**src/rtl/alu_pkg.sv**
```systemverilog
// alu_pkg: shared command/condition/operation encodings, flag indices and FSM states
package alu_pkg;

    typedef enum logic [3:0] {
        CMD_AND = 4'b0000,
        CMD_EOR = 4'b0001,
        CMD_SUB = 4'b0010,
        CMD_ADD = 4'b0100,
        CMD_TST = 4'b1000,
        CMD_CMP = 4'b1010,
        CMD_CMN = 4'b1011,
        CMD_ORR = 4'b1100,
        CMD_MOV = 4'b1101
    } alu_cmd_e;

    typedef enum logic [3:0] {
        COND_EQ, COND_NE, COND_CS, COND_CC, COND_MI, COND_PL, COND_VS, COND_VC,
        COND_HI, COND_LS, COND_GE, COND_LT, COND_GT, COND_LE, COND_AL, COND_NV
    } cond_e;

    typedef enum logic [2:0] {ALU_ADD, ALU_SUB, ALU_AND, ALU_ORR, ALU_EOR, ALU_MOV} alu_op_e;

    typedef enum logic [1:0] {IDLE, MUL, DONE} state_e;

    localparam int FLAG_N = 3;
    localparam int FLAG_Z = 2;
    localparam int FLAG_C = 1;
    localparam int FLAG_V = 0;

    // Codes come in true/inverted pairs: bits [3:1] pick the test, bit 0 inverts it.
    function automatic logic cond_pass(input logic [3:0] cond, input logic [3:0] f);
        logic n, z, c, v, base;
        n = f[FLAG_N];
        z = f[FLAG_Z];
        c = f[FLAG_C];
        v = f[FLAG_V];
        base = (cond[3:1] == 3'd0) ? z :
               (cond[3:1] == 3'd1) ? c :
               (cond[3:1] == 3'd2) ? n :
               (cond[3:1] == 3'd3) ? v :
               (cond[3:1] == 3'd4) ? (c & ~z) :
               (cond[3:1] == 3'd5) ? (n == v) :
               (cond[3:1] == 3'd6) ? (~z & (n == v)) : 1'b1;
        return (cond[3:1] == 3'd7) ? 1'b1 : base ^ cond[0];
    endfunction

endpackage

```
**src/rtl/alu_exec_unit_mul_iter.sv**
```systemverilog
// mul_iter: iterative shift-add multiplier, BITS multiplier bits retired per cycle
module mul_iter #(
    parameter int WIDTH = 32,
    parameter int BITS  = 1
) (
    input  logic             clk,
    input  logic             reset_n,
    input  logic             start,
    input  logic             abort,
    input  logic [WIDTH-1:0] a,
    input  logic [WIDTH-1:0] b,
    output logic             done,
    output logic [WIDTH-1:0] product
);
    localparam int STEPS = WIDTH / BITS;
    localparam int CW = $clog2(STEPS);

    logic [WIDTH-1:0] acc, mcand, mplier, part;
    logic [CW-1:0]    cnt;
    logic             run;

    assign done = run & (cnt == CW'(STEPS - 1));
    assign product = acc;

    // Add in the shifted multiplicand for each set multiplier bit of this step.
    always_comb begin
        part = acc;
        for (int j = 0; j < BITS; j++)
            if (mplier[j]) part = part + (mcand << j);
    end

    // Step register: load on start, advance while running, stop on abort or last step.
    always_ff @(posedge clk or negedge reset_n) begin
        if (!reset_n) begin
            acc <= '0;
            mcand <= '0;
            mplier <= '0;
            cnt <= '0;
            run <= 1'b0;
        end else if (start) begin
            acc <= '0;
            mcand <= a;
            mplier <= b;
            cnt <= '0;
            run <= 1'b1;
        end else if (abort) begin
            run <= 1'b0;
        end else if (run) begin
            acc <= part;
            mcand <= mcand << BITS;
            mplier <= mplier >> BITS;
            cnt <= cnt + 1'b1;
            run <= ~done;
        end
    end

endmodule

```
**src/rtl/alu_exec_unit.sv**
```systemverilog
// alu_exec_unit: decode, ARM condition check, ALU and NZCV flag file; multiply under ALU_MUL_EN
module alu_exec_unit
    import alu_pkg::*;
#(
    parameter int WIDTH        = 32,
    parameter int MUL_BITS_CYC = 1
) (
    input  logic             clk,
    input  logic             reset_n,
    input  logic             in_valid,
    output logic             in_ready,
    input  logic [1:0]       op,
    input  logic [5:0]       funct,
    input  logic [3:0]       cond,
    input  logic [WIDTH-1:0] src_a,
    input  logic [WIDTH-1:0] src_b,
    input  logic             flush,
    output logic             out_valid,
    output logic [WIDTH-1:0] result,
    output logic             result_we,
    output logic [3:0]       flags,
    output logic             undef,
    output logic             busy
);
    alu_op_e          alu_op;
    logic             set_f, is_cmp, und, sub, arith, carry, ovf, pass, accept, start_mul;
    logic [WIDTH:0]   sum_full;
    logic [WIDTH-1:0] b_eff, alu_res;
    logic [3:0]       new_flags;
    logic             unused_ok;

    assign unused_ok = ^{funct[5], MUL_BITS_CYC[0]};

`ifdef ALU_MUL_EN
    state_e           state;
    logic             is_mul, mul_s, mul_done;
    logic [WIDTH-1:0] product;
`endif

    // Map op/funct onto an ALU operation plus flag/write-back/undef qualifiers.
    always_comb begin
        alu_op = ALU_ADD;
        set_f = 1'b0;
        is_cmp = 1'b0;
        und = 1'b0;
`ifdef ALU_MUL_EN
        is_mul = 1'b0;
`endif
        case (op)
            2'b00: begin
                set_f = funct[0];
                case (alu_cmd_e'(funct[4:1]))
                    CMD_ADD: alu_op = ALU_ADD;
                    CMD_SUB: alu_op = ALU_SUB;
                    CMD_AND: alu_op = ALU_AND;
                    CMD_ORR: alu_op = ALU_ORR;
                    CMD_EOR: alu_op = ALU_EOR;
                    CMD_MOV: alu_op = ALU_MOV;
                    CMD_CMP: begin alu_op = ALU_SUB; is_cmp = 1'b1; end
                    CMD_CMN: begin alu_op = ALU_ADD; is_cmp = 1'b1; end
                    CMD_TST: begin alu_op = ALU_AND; is_cmp = 1'b1; end
                    default: und = 1'b1;
                endcase
            end
`ifdef ALU_MUL_EN
            2'b11: begin is_mul = 1'b1; set_f = funct[0]; end
`else
            2'b11: und = 1'b1;
`endif
            default: ;
        endcase
    end

    assign sub       = (alu_op == ALU_SUB);
    assign arith     = (alu_op == ALU_ADD) | sub;
    assign b_eff     = sub ? ~src_b : src_b;
    assign sum_full  = {1'b0, src_a} + {1'b0, b_eff} + {{WIDTH{1'b0}}, sub};
    assign carry     = sum_full[WIDTH];
    assign ovf       = (src_a[WIDTH-1] == b_eff[WIDTH-1]) & (sum_full[WIDTH-1] != src_a[WIDTH-1]);
    assign alu_res   = arith               ? sum_full[WIDTH-1:0] :
                       (alu_op == ALU_AND) ? (src_a & src_b) :
                       (alu_op == ALU_ORR) ? (src_a | src_b) :
                       (alu_op == ALU_EOR) ? (src_a ^ src_b) : src_b;
    assign new_flags = {alu_res[WIDTH-1], alu_res == '0,
                        arith ? carry : flags[FLAG_C], arith ? ovf : flags[FLAG_V]};
    assign pass      = cond_pass(cond, flags);
    assign accept    = in_valid & in_ready;

`ifdef ALU_MUL_EN
    assign in_ready  = (state == IDLE);
    assign busy      = (state != IDLE);
    assign start_mul = accept & is_mul & pass;

    mul_iter #(.WIDTH(WIDTH), .BITS(MUL_BITS_CYC)) u_mul (
        .clk     (clk),
        .reset_n (reset_n),
        .start   (start_mul),
        .abort   (flush & (state == MUL)),
        .a       (src_a),
        .b       (src_b),
        .done    (mul_done),
        .product (product)
    );

    // Multiply sequencing: flush abandons the product, DONE lasts one cycle.
    always_ff @(posedge clk or negedge reset_n) begin
        if (!reset_n) begin
            state <= IDLE;
            mul_s <= 1'b0;
        end else if (state == IDLE) begin
            state <= start_mul ? MUL : IDLE;
            mul_s <= start_mul ? set_f : mul_s;
        end else if (state == MUL) begin
            state <= flush ? IDLE : mul_done ? DONE : MUL;
        end else begin
            state <= IDLE;
        end
    end
`else
    assign in_ready  = 1'b1;
    assign busy      = 1'b0;
    assign start_mul = 1'b0;
`endif

    // Registered outputs and flag file; cond/undef gate write-back and flag updates.
    always_ff @(posedge clk or negedge reset_n) begin
        if (!reset_n) begin
            out_valid <= 1'b0;
            result <= '0;
            result_we <= 1'b0;
            flags <= '0;
            undef <= 1'b0;
        end else begin
            out_valid <= 1'b0;
            result_we <= 1'b0;
            undef <= 1'b0;
            if (accept & ~start_mul) begin
                out_valid <= 1'b1;
                result <= alu_res;
                result_we <= pass & ~is_cmp & ~und;
                undef <= und;
                if (pass & ~und & (set_f | is_cmp)) flags <= new_flags;
            end
`ifdef ALU_MUL_EN
            if (state == DONE) begin
                out_valid <= 1'b1;
                result <= product;
                result_we <= 1'b1;
                if (mul_s) flags[FLAG_N:FLAG_Z] <= {product[WIDTH-1], product == '0};
            end
`endif
        end
    end

endmodule

```
**config.mk**
```make
export PLATFORM = sky130hd
export DESIGN_NAME = alu_exec_unit
export DESIGN_NICKNAME = d
export VERILOG_FILES = /design/src/rtl/alu_pkg.sv /design/src/rtl/alu_exec_unit_mul_iter.sv /design/src/rtl/alu_exec_unit.sv
export SDC_FILE = /design/constraint.sdc
export NUM_CORES = 1
export LEC_CHECK = 0
export ABC_CLOCK_PERIOD_IN_PS = 3100
export CAP_MARGIN = 20
export CELL_PAD_IN_SITES_DETAIL_PLACEMENT = 1
export CELL_PAD_IN_SITES_GLOBAL_PLACEMENT = 1
export CORE_MARGIN = 2
export CORE_UTILIZATION = 39
export CTS_CLUSTER_SIZE = 10
export DETAILED_ROUTE_END_ITERATION = 16
export GPL_TIMING_DRIVEN = 0
export PLACE_DENSITY = 0.89
export SLEW_MARGIN = 20
export SYNTH_ARGS = -nofsm -noshare
export SYNTH_HDL_FRONTEND = slang
export SYNTH_SLANG_ARGS = --single-unit
export TNS_END_PERCENT = 1
```
**constraint.sdc**
```tcl
create_clock -name clk -period 3.1 [get_ports clk]
set_input_delay 0.31 -clock clk [delete_from_list [all_inputs] [get_ports clk]]
set_output_delay 0.31 -clock clk [all_outputs]
set_load 0.05 [all_outputs]
```
==> results.ini <==
[logic_synthesis]
synth_top_area_frac = 0.206
yosys_register_bits = 39
synthArstFlopShare = 1.00
yosys_warnings = 0
synth_flop_cell = dfrtp_1
syn_nets = 978
netlist_top_cells_area = ha_1 21%, dfrtp_1 16%, a21oi_1 6.5%
synth.distinct_cells = 72
synth_common_cells = 100 x ha_1, 79 x a21oi_1, 75 x inv_1, 74 x nand2_1, 52 x nor2_1
syn_avg_cell_area_sq_um = 7.62
synth_edf_count = 0
synth_cells = 797
synth-seq-area-share = 0.161
synth_most_common_cell = ha_1
synthesis.area_sq_mm = 0.00607
yosysTopAreaCell = ha_1

[setup_path]
worstSetupPathType = input port to flop
critPathArrivalTime_ps = 4490
end_kind = flop
critPathMaxStageDelay_ps = 410
cpMaxStageDelayCell = fa_2
required_ps = 3320
crit_path_start_kind = input port
critical_path.cell_chain = buf_8, inv_12, ha_4, nor4bb_4, buf_6, buf_8, mux2i_1, fa_2, nor2b_4, buf_4, o22a_1, xor2_1, a22oi_1, nand4b_1, a2111oi_4, nand4_1, nor4b_4, nand4_1, nor4_4, a31o_1
path_max_fanout = 10

[global_route]
antenna_found_initial = 0
grt_pass1_vias = 7238
overflow = 0
grt_max_degree = 27
track_usage = 0.301
grt_pass1_wl_um = 38600

[cells_and_area]
antennaDiodeCount = 0
drive_above_1_share = 0.187
fillers = 1790
final_util = 0.566
seqCellArea_sq_um = 976
syn2layout_area_growth_pct = 41.8
layout.nets = 1134
stdcell_count = 1142
multi_input_area_sq_mm = 0.00522

[drt]
wl_met1_um = 10700
drtPass1Iterations = 5
maxUsedRoutingLayer = met4
drt_wl_total_um = 28200
viasPerCell = 6.28
wl_met2_um = 13900
drt-initial-drc-count = 513
drc = 0
routed-via-count = 7168
avgRoutedWirePerCell_um = 24.7
final_antenna_net_count = 0
wl_met3_um = 1620

[floorplanning]
die_area_sq_mm = 0.0166
core_sq_mm = 0.0152
die_w_um = 129
initial_utilization = 0.399
fp.dieH_um = 129
placementRows = 45
io_pins = 121

[min_path]
hold_class = input port to async pin

[clock_tree]
numCtsBuffers = 5
clk_latency_ps = 300
cts_tree = built
cts-root-buf = clkbuf_16
cts_max_level = 2
clk_pin_slew_ps = 70
cts.sinks = 39
clk_path_buf_depth = 2

[sta]
max_freq_mhz = 235
final.min_clock_period_ps = 4260
tns_ps = -8310
setup_violations = 23
hold_viol_final = 0
fin_crit_sh = 1.37
slew_viol_final = 0
rsz0062_at_grt = yes
slew_headroom = 0.421
setup_ws_ps = -1160
clock_skew_ps = 12.1
worst_pin_slew_ps = 868

[placement]
placedCellCount = 1099
hpwl_um = 18500
port_buffers = 113
place_congestion = 0.952

[pwr]
leakagePower_nw = 3.76
peakVddDrop_v = 0.000304
power_per_cell_area_mw_per_mm2 = 408

[run]
cap_violations = 0

[run_status]
violations = negative setup slack
status = complete, but fails checks

[routing by layer]
metal,up-vias,track usage
met5,-,0
met4,0,0.162
met3,136,0.0299
met2,350,0.533
met1,3535,0.358
li1,3147,-
[layout by cell type (no fill, tap or decap), types with 8 or more instances in the layout]
cell type / n
xnor2_1: 39
nor2_1: 51
clkbuf_1: 18
mux2_2: 14
a21oi_2: 9
clkdlybuf4s50_1: 109
o21ai_0: 32
nor3_1: 9
buf_4: 32
dfrtp_1: 39
nand2_1: 73
a21oi_1: 67
inv_1: 72
buf_2: 10
o211ai_1: 15
nand3_1: 23
a31oi_1: 8
xor2_1: 11
a21o_1: 17
ha_1: 86
a211oi_1: 9
[worst max-delay path, delay by kind of cell]
| family | cells | cell delay (ps) |
|---|---|---|
| XOR/XNOR | 1 | 70 |
| buffers and inverters | 5 | 690 |
| multiplexers | 1 | 140 |
| adder cells (fa/ha/maj) | 2 | 560 |
| AO/OA/AOI/OAI | 4 | 980 |
| AND/OR/NAND/NOR | 7 | 1720 |
[logic make-up after synthesis]
kind of cell,count (synthesis),synth area share
other,2,0.00124
xor gates and xnor gates,54,0.0779
buffers and inverters,115,0.0744
muxes,18,0.0326
and+or+nand+nor,223,0.183
adders and majority gates,101,0.209
AOI/OAI and AO/OA,245,0.261
DFF,39,0.161
[sequential cells by signal (all words and copies together), names as in the netlist]
name,cells
flags,4
out_valid,1
result,32
result_we,1
undef,1
[what timing repair did]
| action | 4_1_cts | 5_1_grt |
|---|---|---|
| gates resized for setup | 74 | 69 |
| hold buffers | 1 | 0 |
| cloned | 1 | 0 |
| setup endpoints to repair | 33 | 29 |
| pin swaps | 27 | 42 |
| hold endpoints to repair | 13 | 0 |
| setup buffers | 18 | 16 |
[metrics by stage]
stage / hold WS, ps / setup WS (ps) / total power, mW / area, sq um
after detailed placement: 235 / -2240 / 2.56 / 7600
after floorplan: 14.4 / -690 / 1.89 / 6220
after CTS: 474 / -1140 / 3.28 / 8130
after global routing: 503 / -1310 / 3.64 / 8610
final: 472 / -1160 / 3.51 / 8610
after global placement: 466 / -2100 / 2.51 / 7580
[path summary, 6_finish.rpt]
check,from,endpoint,slack (ps),cells past startpoint
min,reset_n,out_valid$_DFF_PN0_,470,2
max,op[1],flags[2]$_DFFE_PN0P_,-1160,20
max reg2reg,flags[3]$_DFFE_PN0P_,flags[2]$_DFFE_PN0P_,0,11
max in group asynchronous,reset_n,result[14]$_DFFE_PN0P_,2150,3
min reg2reg,result[19]$_DFFE_PN0P_,result[19]$_DFFE_PN0P_,490,2
min in group clk,funct[2],result_we$_DFF_PN0_,490,3
[layout make-up]
cell class                      instances  share of cell area
Clock buffer                            6              0.0161
Timing Repair Buffer                  150               0.170
Sequential cell                        39               0.113
Multi-Input combinational cell        643               0.606
Inverter                               75              0.0347
Clock inverter                          2             0.00407
Tap cell                              188              0.0273
Buffer                                 39              0.0279
[power breakdown]
part | switching [mW] | internal [mW] | total, mW
clock | 0.221 | 0.401 | 0.622
combinational | 1.32 | 0.838 | 2.16
sequential | 0.107 | 0.630 | 0.737
total | 1.65 | 1.87 | 3.51
Power figures use the tool's default switching activity.
